==> src/rtl/video_timing_pkg.sv <==
// video_timing_pkg: default raster constants, counter type and modular helpers
package video_timing_pkg;
  localparam int CNT_W_DEF    = 9;
  localparam int CE_DIV_DEF   = 4;
  localparam int H_TOTAL_DEF  = 384;
  localparam int H_ACTIVE_DEF = 256;
  localparam int HS_START_DEF = 304;
  localparam int HS_WIDTH_DEF = 32;
  localparam int V_TOTAL_DEF  = 264;
  localparam int V_ACTIVE_DEF = 224;
  localparam int VS_START_DEF = 240;
  localparam int VS_WIDTH_DEF = 4;
  typedef logic [CNT_W_DEF-1:0] cnt_t;
  // offsets are limited to -8..+7, so one correction step brings the sum back into range
  function automatic int wrap_add(input int start, input int offset, input int total);
    int s;
    s = start + offset;
    return s < 0 ? s + total : s >= total ? s - total : s;
  endfunction
  function automatic logic in_window(input int pos, input int start, input int width, input int total);
    int d;
    d = pos - start;
    d = d < 0 ? d + total : d;
    return d < width;
  endfunction
endpackage

==> src/rtl/video_timing_gen_ce_divider.sv <==
// ce_divider: free-running 0..CE_DIV-1 counter; tick marks the last count, ce_pix is its registered copy
module ce_divider #(
  parameter int CE_DIV = 4
) (
  input  logic clk_sys,
  input  logic reset_n,
  output logic tick,
  output logic ce_pix
);
  localparam int DW = CE_DIV > 1 ? $clog2(CE_DIV) : 1;
  logic [DW-1:0] div;
  assign tick = div == DW'(CE_DIV - 1);
  always_ff @(posedge clk_sys or negedge reset_n)
    if (!reset_n) begin
      div    <= '0;
      ce_pix <= 1'b0;
    end else begin
      div    <= tick ? '0 : div + DW'(1);
      ce_pix <= tick;
    end
endmodule

==> src/rtl/video_timing_gen.sv <==
// video_timing_gen: parametrised raster timing with shadowed centering offsets.
// Define VTG_LINE_IRQ_EN to add the line_irq / irq_line / irq_ack raster interrupt.
module video_timing_gen
  import video_timing_pkg::*;
#(
  parameter int CNT_W    = CNT_W_DEF,
  parameter int CE_DIV   = CE_DIV_DEF,
  parameter int H_TOTAL  = H_TOTAL_DEF,
  parameter int H_ACTIVE = H_ACTIVE_DEF,
  parameter int HS_START = HS_START_DEF,
  parameter int HS_WIDTH = HS_WIDTH_DEF,
  parameter int V_TOTAL  = V_TOTAL_DEF,
  parameter int V_ACTIVE = V_ACTIVE_DEF,
  parameter int VS_START = VS_START_DEF,
  parameter int VS_WIDTH = VS_WIDTH_DEF
) (
  input  logic              clk_sys,
  input  logic              reset_n,
  input  logic signed [3:0] hoffs,
  input  logic signed [3:0] voffs,
  output logic              ce_pix,
  output logic [CNT_W-1:0]  hcount,
  output logic [CNT_W-1:0]  vcount,
  output logic              hb,
  output logic              vb,
  output logic              hs,
  output logic              vs,
  output logic              line_start,
  output logic              frame_start
`ifdef VTG_LINE_IRQ_EN
  ,
  input  logic [CNT_W-1:0]  irq_line,
  input  logic              irq_ack,
  output logic              line_irq
`endif
);
  if (!(H_ACTIVE < H_TOTAL && V_ACTIVE < V_TOTAL &&
        HS_WIDTH < H_TOTAL - H_ACTIVE && VS_WIDTH < V_TOTAL - V_ACTIVE &&
        H_TOTAL <= 2**CNT_W && V_TOTAL <= 2**CNT_W &&
        CE_DIV >= 1 && CE_DIV <= 16)) begin : g_param_check
    $error("video_timing_gen: illegal timing parameters");
  end
  logic              tick;
  logic              line_end;
  logic              wrap;
  logic [CNT_W-1:0]  h_next;
  logic [CNT_W-1:0]  v_next;
  logic signed [3:0] ho_sh;
  logic signed [3:0] vo_sh;
  logic signed [3:0] ho_eff;
  logic signed [3:0] vo_eff;
  ce_divider #(.CE_DIV(CE_DIV)) u_ce (
    .clk_sys(clk_sys),
    .reset_n(reset_n),
    .tick(tick),
    .ce_pix(ce_pix)
  );
  assign line_end = hcount == CNT_W'(H_TOTAL - 1);
  assign h_next   = !tick ? hcount : line_end ? '0 : hcount + CNT_W'(1);
  assign v_next   = !(tick && line_end) ? vcount : vcount == CNT_W'(V_TOTAL - 1) ? '0 : vcount + CNT_W'(1);
  assign wrap     = tick && h_next == '0 && v_next == '0;
  // the offset captured at frame wrap already governs the first pixel of the new frame
  assign ho_eff   = wrap ? hoffs : ho_sh;
  assign vo_eff   = wrap ? voffs : vo_sh;
  always_ff @(posedge clk_sys or negedge reset_n)
    if (!reset_n) begin
      hcount      <= '0;
      vcount      <= '0;
      hb          <= 1'b0;
      vb          <= 1'b0;
      hs          <= 1'b0;
      vs          <= 1'b0;
      line_start  <= 1'b0;
      frame_start <= 1'b0;
      ho_sh       <= '0;
      vo_sh       <= '0;
    end else begin
      hcount      <= h_next;
      vcount      <= v_next;
      hb          <= h_next >= CNT_W'(H_ACTIVE);
      vb          <= v_next >= CNT_W'(V_ACTIVE);
      hs          <= in_window(int'(h_next), wrap_add(HS_START, int'(ho_eff), H_TOTAL), HS_WIDTH, H_TOTAL);
      vs          <= in_window(int'(v_next), wrap_add(VS_START, int'(vo_eff), V_TOTAL), VS_WIDTH, V_TOTAL);
      line_start  <= tick && h_next == '0;
      frame_start <= wrap;
      ho_sh       <= ho_eff;
      vo_sh       <= vo_eff;
    end
`ifdef VTG_LINE_IRQ_EN
  always_ff @(posedge clk_sys or negedge reset_n)
    if (!reset_n) line_irq <= 1'b0;
    else line_irq <= (tick && h_next == '0 && v_next == irq_line) || (line_irq && !irq_ack);
`endif
endmodule
==> config.mk <==
export PLATFORM = sky130hd
export DESIGN_NAME = video_timing_gen
export DESIGN_NICKNAME = d
export VERILOG_FILES = /design/src/rtl/video_timing_pkg.sv /design/src/rtl/video_timing_gen_ce_divider.sv /design/src/rtl/video_timing_gen.sv
export SDC_FILE = /design/constraint.sdc
export NUM_CORES = 1
export LEC_CHECK = 0
export ABC_AREA = 1
export CORE_MARGIN = 5
export CORE_UTILIZATION = 42
export DETAILED_ROUTE_END_ITERATION = 8
export PLACE_DENSITY = 0.61
export SETUP_SLACK_MARGIN = 0.1
export SYNTH_ARGS = -nofsm -noshare
export SYNTH_HDL_FRONTEND = slang
export SYNTH_SLANG_ARGS = --single-unit
==> constraint.sdc <==
create_clock -name clk_sys -period 6 [get_ports clk_sys]
set_clock_uncertainty 0.2 [all_clocks]
set_input_delay 0.6 -clock clk_sys [delete_from_list [all_inputs] [get_ports clk_sys]]
set_output_delay 0.6 -clock clk_sys [all_outputs]
set_load 0.01 [all_outputs]
**After elaboration in Yosys (flattened, before gate mapping)**

Cells that the tools add are included.

- Add/sub/neg operators: 13
- $lt $le $gt $ge: 10
- Equality and inequality tests: 3
- Muxes and demuxes: 13
- Reduce and logical (&&, ||, !) cells: 5

Operator list:

| cell | count |
|---|---|
| 2-to-1 mux 32 bit | 6 |
| adder 32 x 10 -> 32 bit, second input constant | 2 |
| < comparator 32 x 1 -> 1 bit, second input constant | 2 |
| subtractor 10 x 32 -> 32 bit | 2 |
| 2-to-1 mux 9 bit | 4 |
| < comparator 32 x 4 -> 1 bit, second input constant | 1 |
| < comparator 32 x 7 -> 1 bit, second input constant | 1 |
| adder 9 x 1 -> 9 bit, second input constant | 2 |
| == test 9 bit, second input constant | 2 |
| zero test 9 bit | 2 |
| adder 11 x 10 -> 12 bit, second input constant | 1 |
| subtractor 11 x 10 -> 12 bit, second input constant | 1 |
| adder 10 x 10 -> 11 bit, second input constant | 1 |
| adder 10 x 4 -> 11 bit, first input constant | 1 |
| >= comparator 11 x 10 -> 1 bit, second input constant | 1 |
| < comparator 11 x 1 -> 1 bit, second input constant | 1 |
| subtractor 10 x 10 -> 11 bit, second input constant | 1 |
| adder 9 x 4 -> 10 bit, first input constant | 1 |
| >= comparator 10 bit, second input constant | 1 |
| < comparator 10 x 1 -> 1 bit, second input constant | 1 |
| >= comparator 9 x 8 -> 1 bit, second input constant | 1 |
| >= comparator 9 bit, second input constant | 1 |
| 2-to-1 mux 4 bit | 2 |
| logical AND 1 bit | 3 |
| other kinds (3) | 3 |

- Register bits after elaboration: 35
- Output and inout port bits: 25

**Longest topological paths before layout**

Gate-level depths: netlist (run 1).

- Depth after elaboration: 15
- Depth in mapped cells: 35
- Mapped depth without buffers: 33

**Hierarchy**

Synthesis (run 1) repeated with hierarchy kept, for this count alone.

- Cells, all modules: 354
- Area total of the unflattened synthesis: 2521.2 µm²

By module, submodules not included:

| module | instances | cells each | area each (µm²) |
|---|---|---|---|
| video_timing_gen | 1 | 349 | 2429.8 |
| ce_divider | 1 | 5 | 91.3 |

**Least setup slack after synthesis (run 1)**

Ideal clock, no wire load.

- Kind: register to register
- From: reg hcount[1]
- To: reg hs
- Data arrival time: 4.105 ns
- Slack: 1.630 ns
- Cell stages (with the launch flop): 30
- Period minus slack after synthesis: 4.370 ns
- Cells stage by stage: dfrtp_1 -> ha_1 -> nand3_2 -> nor2_8 -> nand3_1 -> nand2_1 -> nand2_1 -> nand2_1 -> clkinv_1 -> nand3_1 -> nor2_1 -> nand2_1 -> buf_4 -> inv_1 -> or2_2 -> o21a_1 -> ha_1 -> nand2_1 -> a21oi_1 -> a211oi_1 -> nand2_2 -> nand2_2 -> nand3_1 -> ha_1 -> inv_1 -> ha_1 -> nand3b_1 -> a221oi_1 -> o211ai_1 -> nand2_1

- Word-level cells in the longest chain between the ends: 15

RTL lines:

| element | line | text |
|---|---|---|
| start: declaration | video_timing_gen.sv:22 | `output logic [CNT_W-1:0] hcount,` |
| start signal: assignment | video_timing_gen.sv:78 | `hcount <= h_next;` |
| adder 9 x 1 -> 9 bit / == test 9 bit (equally long branches) | video_timing_gen.sv:59, video_timing_gen.sv:58 |  |
| 2-to-1 mux 9 bit (2 in series) | video_timing_gen.sv:59 | `assign h_next = !tick ? hcount : line_end ? '0 : hcount + CNT_W'(1);` |
| zero test 9 bit | video_timing_gen.sv:61 | `assign wrap = tick && h_next == '0 && v_next == '0;` |
| logical AND 1 bit | video_timing_gen.sv:61 |  |
| logical AND 1 bit * | video_timing_gen.sv:61 |  |
| net wrap | video_timing_gen.sv:45 | `logic wrap;` |
| 2-to-1 mux 4 bit * | video_timing_gen.sv:63 | `assign ho_eff = wrap ? hoffs : ho_sh;` |
| net ho_eff[3] | video_timing_gen.sv:50 | `logic signed [3:0] ho_eff;` |
| adder 10 x 4 -> 11 bit * | video_timing_pkg.sv:17 | `s = start + offset;` |
| subtractor 11 x 10 -> 12 bit / >= comparator 11 x 10 -> 1 bit (equally long branches) | video_timing_pkg.sv:18 | `return s < 0 ? s + total : s >= total ? s - total : s;` |
| 2-to-1 mux 32 bit | video_timing_pkg.sv:18 |  |
| 2-to-1 mux 32 bit * | video_timing_pkg.sv:18 |  |
| subtractor 10 x 32 -> 32 bit * | video_timing_pkg.sv:22 | `d = pos - start;` |
| adder 32 x 10 -> 32 bit / < comparator 32 x 1 -> 1 bit (equally long branches) | video_timing_pkg.sv:23 | `d = d < 0 ? d + total : d;` |
| 2-to-1 mux 32 bit * | video_timing_pkg.sv:23 |  |
| < comparator 32 x 7 -> 1 bit * | video_timing_pkg.sv:24 | `return d < width;` |
| end signal: assignment | video_timing_gen.sv:82 | `hs <= in_window(int'(h_next), wrap_add(HS_START, int'(ho_eff), H_TOTAL), HS_WIDTH, H_TOTAL);` |
| end: declaration | video_timing_gen.sv:26 | `output logic hs,` |

Mark *: on every way through the listed nets, which the timed path passes. The rest lies on a longest branch.

**Worst setup path in the final report (run 1)**

- From: reg u_ce.div[0]
- To: reg hs

- Word-level cells in the longest chain between the ends: 14

RTL lines:

| element | line | text |
|---|---|---|
| start: declaration | video_timing_gen_ce_divider.sv:11 | `logic [DW-1:0] div;` |
| start signal: assignment | video_timing_gen_ce_divider.sv:18 | `div <= tick ? '0 : div + DW'(1);` |
| == test 2 bit * | video_timing_gen_ce_divider.sv:12 | `assign tick = div == DW'(CE_DIV - 1);` |
| net tick | video_timing_gen.sv:43 | `logic tick;` |
| 2-to-1 mux 9 bit / logical AND 1 bit (equally long branches) | video_timing_gen.sv:59, video_timing_gen.sv:60 |  |
| zero test 9 bit / 2-to-1 mux 9 bit (equally long branches) | video_timing_gen.sv:61, video_timing_gen.sv:60 |  |
| logical AND 1 bit / zero test 9 bit (equally long branches) | video_timing_gen.sv:61 |  |
| logical AND 1 bit * | video_timing_gen.sv:61 |  |
| net wrap | video_timing_gen.sv:45 |  |
| 2-to-1 mux 4 bit * | video_timing_gen.sv:63 |  |
| net ho_eff[3] | video_timing_gen.sv:50 |  |
| adder 10 x 4 -> 11 bit * | video_timing_pkg.sv:17 |  |
| subtractor 11 x 10 -> 12 bit / >= comparator 11 x 10 -> 1 bit (equally long branches) | video_timing_pkg.sv:18 |  |
| 2-to-1 mux 32 bit | video_timing_pkg.sv:18 |  |
| 2-to-1 mux 32 bit * | video_timing_pkg.sv:18 |  |
| subtractor 10 x 32 -> 32 bit * | video_timing_pkg.sv:22 |  |
| adder 32 x 10 -> 32 bit / < comparator 32 x 1 -> 1 bit (equally long branches) | video_timing_pkg.sv:23 |  |
| 2-to-1 mux 32 bit * | video_timing_pkg.sv:23 |  |
| < comparator 32 x 7 -> 1 bit * | video_timing_pkg.sv:24 |  |

Marks and branches as above.

==> impl_results.md, run 1 <==
* Largest net degree at the start of global routing at 36
* Total gr overflow at 0
* Worst EP required at 6030 ps
* Dpl hpwl at roughly 4.5 mm
* Flop pwr share at 0.570
* # IOs at 35
* Minimum clock period at 5110 ps
* Yosys reg bits at 35
* Synthesized area at between 2000 and 3000 µm²
* Part of the power in combinational logic at 0.025
* WHS at approximately 200 ps
* Most common cell after layout, fill and taps aside: nand2_1
* Reg2reg setup slack at 890 ps
* Max Cap Viol at 0
* Max FO, Critical Path at 11
* FF-to-FF Start: u_ce.div[0]
* Mux contribution to synthesized area at 0
* Core box area at 5960 µm²
* Nets at 417
* Syn Nets at around 380
* Sink Count at 35
* Slew margin rel. at 0.462
* Post-synthesis compound-gate area fraction at 0.0635
* Iteration-0 DRC Markers at 79
* Reg2Reg Depth at 28
* DRC violations left at 0
* Root Driver: clkbuf_8
* Worst setup SP type: register
* Internal power at 322 µW
* VDD IR max at 0.0000948 V
* Syn avg cell area at between 7 and 8 µm²
* CP endpoint: hs
* Placed cell count at 460
* Antenna diode count at 0
* Routed Antenna Nets at 0
* Layout cell share with drive strength beyond 1 at 0.120
* Cell mode on critical path: nand2_1
* Sw Share at 0.222
* Via count at between 2k and 2.5k
* CTS tree: yes
* Worst R2R End: hs
* H-tree depth at 2
* FILL cells at 605
* Initial core utilization at 0.433
* Async S/R FF share, synth at 1.00
* Status: completed
* Leakage at about 0.0017 µW
* Cells after synthesis at 354
* Number of enable flip-flop cells after synthesis at 0
* Clock tree buffer depth at 2
* Post-synthesis xor/xnor area fraction at 0.0301
* Final Hold Vio Count at 0
* Post-synthesis cell type count at 37
* Final setup vio count at 0
* RSZ-0062 raised after global routing: false
* GPL Wtd Cong at just over 0.9
* CP Capture Type: register
* Routed WL at approximately 5.7 mm
* CTS buffer count at 5
* Chip width at approximately 88 µm
* Post-cts hold buffer count at 0
* Port Buffers at 34
* Worst Tran Pin Value at around 800 ps
* Most common flop cell mapped by yosys: dfrtp_1
* CP peak stage delay at about 370 ps
* Synth Area in Simple Gates at 0.386
* Seq/Total Area, Yosys at 0.339
* Clock slew at reported path FFs at about 70 ps
* Area delta synth->final at 19.1%
* Die area at roughly 8000 µm²
* Total global-route track usage at 0.161
* Routed wire length per instance at 12.1 µm
* Type of the most critical hold path: in -> async
* Antenna violations before repair at 0
* Die height at around 90 µm
* Resize count post-CTS at 0
* Row cnt at 28
* CP Launch Point: u_ce.div[0]
* Clk Latency, worst-skew pair at around 290 ps
* Setup TNS at 0 ps
* Most frequent cells in the layout: 100 x nand2_1, 65 x inv_1, 35 x dfrtp_1, 33 x clkdlybuf4s50_1, 28 x nor2_1
* Part of the cycle the worst path needs at 0.852
* Synth Area in Adders at 0.0727
* Highest Clock Rate at slightly below 200 MHz
* Max stage delay cell, worst path: ha_1
* First-pass GRT wire length at between 9 and 10 mm
* Cell Count, Final, Fillers Out at 468
* Main combinational cell family by area after synthesis: simple AND/OR/NAND/NOR gates
* CP arrival at roughly 5000 ps
* Kind of critical path: reg -> reg
* Power per cell area at 134 nW/µm²
* Vias per cell at approximately 4.8
* DRT Pass-1 Iters at 5
* Final Util at 0.516
* Final Max Slew Viols at 0
* Ys Warns at 0
* Switching pwr at 91.7 µW
* Clk pwr share at 0.405
* Setup bufs post-CTS at 0
* Number of global-route vias before repair at approximately 2.1k
through the flow:
step	power (µW)	instance area, µm²	worst slack (ps)
floorplan	241	2580	1630
global placement	251	2990	955
detailed placement	251	2990	894
CTS	421	3080	862
global route	436	3080	337
finish	413	3080	886
worst min-delay path by stage:
stage	start	end	slack, ps	cells after the start
finish	reset_n	u_ce.ce_pix	200	1
global route	u_ce.div[0]	u_ce.div[0]	260	1
CTS	reset_n	u_ce.ce_pix	230	1
detailed placement	u_ce.div[0]	u_ce.div[0]	220	1
global placement	u_ce.div[0]	u_ce.div[0]	220	1
floorplan	reset_n	frame_start	100	0
power groups by stage:
stage	Sequential, µW	Combinational [µW]	Clock, µW
2_1_floorplan	240	0.122	0
3_3_place_gp	240	11.1	0
3_5_place_dp	240	10.8	0
4_1_cts	236	10.9	174
5_1_grt	236	11.9	188
6_report	236	10.3	167
critical path, delay by kind of cell, from the launching register on:
kind            cells  cell delay (ps)
simple gates       15             2060
fa+ha+maj           4             1150
compound gates      5              800
buf+inv             4              470
flops               1              350
logic make-up (layout without fill, tap and decap cells):
group	count (synthesis)	count (layout)
XOR/XNOR	8	8
flip-flops	35	35
buffers and inverters	72	111
adder cells (fa/ha/maj)	15	15
AO/OA/AOI/OAI	26	26
AND/OR/NAND/NOR	198	198
cells in the mapped netlist (2+ instances only):
| master | n | share of area |
|---|---|---|
| dfrtp_1 | 35 | 0.34 |
| a211oi_1 | 2 | 0.0058 |
| inv_1 | 65 | 0.095 |
| nand2_4 | 2 | 0.0087 |
| o21ai_1 | 3 | 0.0058 |
| o21ai_0 | 5 | 0.0097 |
| xor2_1 | 5 | 0.017 |
| xnor2_1 | 2 | 0.0068 |
| nand4_1 | 4 | 0.0097 |
| and2_1 | 5 | 0.012 |
| nand3_2 | 6 | 0.023 |
| or2_2 | 2 | 0.0048 |
| nor2_1 | 28 | 0.041 |
| nor2_8 | 3 | 0.023 |
| buf_4 | 2 | 0.0058 |
| a21oi_1 | 8 | 0.016 |
| nand2_2 | 9 | 0.022 |
| nor2_4 | 3 | 0.013 |
| nand3_1 | 24 | 0.047 |
| ha_1 | 15 | 0.073 |
| nor2_2 | 6 | 0.015 |
| inv_2 | 3 | 0.0044 |
| nand2_1 | 100 | 0.15 |
| o21a_1 | 3 | 0.0087 |
| nand3b_1 | 2 | 0.0058 |
sequential cells by signal (all words and copies together) (netlist names):
name / cells
hs: 1
hb: 1
ho_sh: 4
vcount: 9
u_ce.div: 2
u_ce.ce_pix: 1
hcount: 9
vs: 1
vb: 1
frame_start: 1
vo_sh: 4
line_start: 1
per-layer routing:
layer / GRT usage / part of all wire / up-vias
li1: - / - / 1169
met1: 0.227 / 0.49 / 997
met2: 0.249 / 0.44 / 59
met3: 0.0335 / 0.057 / 9
met4: 0.0453 / 0.012 / 0
met5: 0 / 0 / -
final cells by class:
class	instances	area, µm²	share of cell area
timing repair buffer	34	335	0.109
multi-input combinational	247	1430	0.464
clock inverter	2	12.5	0.00407
tap	75	93.8	0.0305
sequential	35	876	0.285
clock buffer	6	72.6	0.0236
inverter	69	259	0.0842
No activity file was read; power rests on OpenSTA's default activity.
==> run 2, diff against run 1 <==
--- a/config.mk
+++ b/config.mk
@@ -6,10 +6,9 @@
 export NUM_CORES = 1
 export LEC_CHECK = 0
 export ABC_AREA = 1
-export CORE_MARGIN = 5
-export CORE_UTILIZATION = 42
+export CORE_UTILIZATION = 47
 export DETAILED_ROUTE_END_ITERATION = 8
-export PLACE_DENSITY = 0.61
+export PLACE_DENSITY = 0.67
 export SETUP_SLACK_MARGIN = 0.1
 export SYNTH_ARGS = -nofsm -noshare
 export SYNTH_HDL_FRONTEND = slang
==> run 2 against run 1 <==
  * Critical path depth is the same
  * Hold slack worse by 1.7 ps
  * Count of clock-buffer cells in the layout unchanged
  * First-iteration DRC count grew 28%
  * Setup slack lost 67 ps
  * Critical path type unchanged
  * Largest cell class unchanged
==> impl_results.md, run 2 (synthesized netlist as in run 1, its figures left out) <==
* WHS at 198 ps (-1.65 ps)
* Core box area at 5200 µm² (-13%)
* Worst setup SP type: register
* Nets at 417 (unchanged)
* Post-cts hold buffer count at 0 (unchanged)
* Antenna diode count at 0 (unchanged)
* Die area at 5790 µm² (-26%)
* Total gr overflow at 0 (unchanged)
* Leakage at 0.00175 µW (+0.34%)
* Most frequent cells in the layout: 100 x nand2_1, 65 x inv_1, 35 x dfrtp_1, 33 x clkdlybuf4s50_1, 28 x nor2_1
* Clk Latency, worst-skew pair at 290 ps (about the same)
* DRC violations left at 0 (unchanged)
* CTS buffer count at 5 (unchanged)
* Status: completed
* Root Driver: clkbuf_8
* Part of the cycle the worst path needs at 0.863 (+0.0112)
* Max stage delay cell, worst path: ha_1
* Row cnt at 26 (-7.1%)
* Die height at 76.1 µm (-14%)
* # IOs at 35 (unchanged)
* CTS tree: yes
* Critical path depth at 28 (unchanged)
* H-tree depth at 2 (unchanged)
* Port Buffers at 34 (unchanged)
* Routed WL at 5.48 mm (-3.6%)
* Cell mode on critical path: nand2_1
* Type of the most critical hold path: in -> async
* Final Max Slew Viols at 0 (unchanged)
* Final Hold Vio Count at 0 (unchanged)
* RSZ-0062 raised after global routing: false
* Top delay family on crit path: simple AND/OR/NAND/NOR gates
* Iteration-0 DRC Markers at 101 (+28%)
* CP arrival at 5210 ps (+70 ps)
* CP peak stage delay at 370 ps (about the same)
* CP Capture Type: register
* Routed Antenna Nets at 0 (unchanged)
* Setup TNS at 0 ps (unchanged)
* Area delta synth->final at 19.0%
* Dpl hpwl at 4.28 mm (-5.2%)
* First-pass GRT wire length at 9.92 mm (+1.2%)
* Number of global-route vias before repair at 2,241 (+6.3%)
* Highest Clock Rate at 193 MHz (-1.3%)
* Vias per cell at 4.93 (+3.3%)
* VDD IR max at 0.0000960 V (+1.2%)
* Most common cell after layout, fill and taps aside: nand2_1
* Clock tree buffer depth at 2 (unchanged)
* Worst Path Buf+Inv at 2 (-2)
* Via count at 2,279 (+2.0%)
* Reg2Reg Depth at 28 (unchanged)
* Kind of critical path: reg -> reg
* Slew margin rel. at 0.459 (-0.00274)
* Chip width at 76.1 µm (-14%)
* Max FO, Critical Path at 11 (unchanged)
* Routed wire length per instance at 11.9 µm (-2.4%)
* Setup bufs post-CTS at 0 (unchanged)
* Total global-route track usage at 0.212 (+0.0514)
* Regs by FF count: hcount x9, vcount x9
* Resize count post-CTS at 0 (unchanged)
* Power per cell area at 138 nW/µm² (+2.5%)
* Largest net degree at the start of global routing at 36 (unchanged)
* Initial core utilization at 0.496 (+0.0625)
* Layout cell share with drive strength beyond 1 at 0.120 (+0.000305)
* Sink Count at 35 (unchanged)
* Worst EP required at 6030 ps (about the same)
* DRT Pass-1 Iters at 4 (-1)
* Reg2reg setup slack at 820 ps (-70 ps)
* Final setup vio count at 0 (unchanged)
* Worst Tran Pin Value at 811 ps (+4.10 ps)
* GPL Wtd Cong at 0.869 (-6.9%)
* Antenna violations before repair at 0 (unchanged)
* Minimum clock period at 5180 ps (+67.4 ps)
* Max Cap Viol at 0 (unchanged)
* Clock slew at reported path FFs at 80 ps (about the same)
run 2: cell count changes in the layout (fill, tap and decap cells not counted):
cell,before,now
clkinvlp_4,1,0
clkbuf_8,5,6
clkbuf_1,1,0
run 2: final cells by class:
class,instances,area [µm²]
Tap cell,70,87.6
Multi-Input combinational cell,247,1430
Sequential cell,35,876
Inverter,69,259
Clock inverter,1,5.00
Fill cell,503,2130
Clock buffer,6,82.6
Timing Repair Buffer,34,335
run 2: path summary, 6_finish.rpt:
check	start	to
max	u_ce.div[0]	hs
min	reset_n	vcount[8]
max reg2reg	u_ce.div[0]	hs
min reg2reg	u_ce.div[0]	u_ce.div[0]
max in group asynchronous	reset_n	ho_sh[1]
min in group clk_sys	u_ce.div[0]	u_ce.div[0]
run 2: through the flow:
| stage | area [µm²] | total power (µW) | setup slack, ps | cells | utilization |
|---|---|---|---|---|---|
| 2_1_floorplan | 2580 | 241 | 1630 | 354 | - |
| 3_3_place_gp | 2980 | 251 | 1050 | 455 | 0.573 |
| 3_5_place_dp | 2980 | 251 | 874 | 455 | 0.573 |
| 4_1_cts | 3070 | 428 | 832 | 462 | 0.590 |
| 5_1_grt | 3070 | 437 | 356 | 462 | 0.590 |
| 6_report | 3070 | 423 | 819 | 462 | 0.590 |
run 2: worst register-to-register path, delay by kind of cell (launching register included):
kind	cells	cell delay, ps
flip-flops	1	350
AO/OA/AOI/OAI	5	830
AND/OR/NAND/NOR	17	2230
buffers and inverters	2	250
adder cells (fa/ha/maj)	4	1240
run 2: report_power, final:
| part | leakage [µW] | internal [µW] | switching (µW) |
|---|---|---|---|
| sequential | 0.000454 | 236 | 0 |
| combinational | 0.00125 | 4.80 | 5.71 |
| clock | 0.0000470 | 90.1 | 86.6 |
| total | 0.00175 | 331 | 92.3 |
run 2: per-layer routing:
metal / GRT usage / routed length (µm)
met5: 0 / 0
met4: 0.0731 / 93
met3: 0.0467 / 232
met2: 0.367 / 2680
met1: 0.260 / 2480
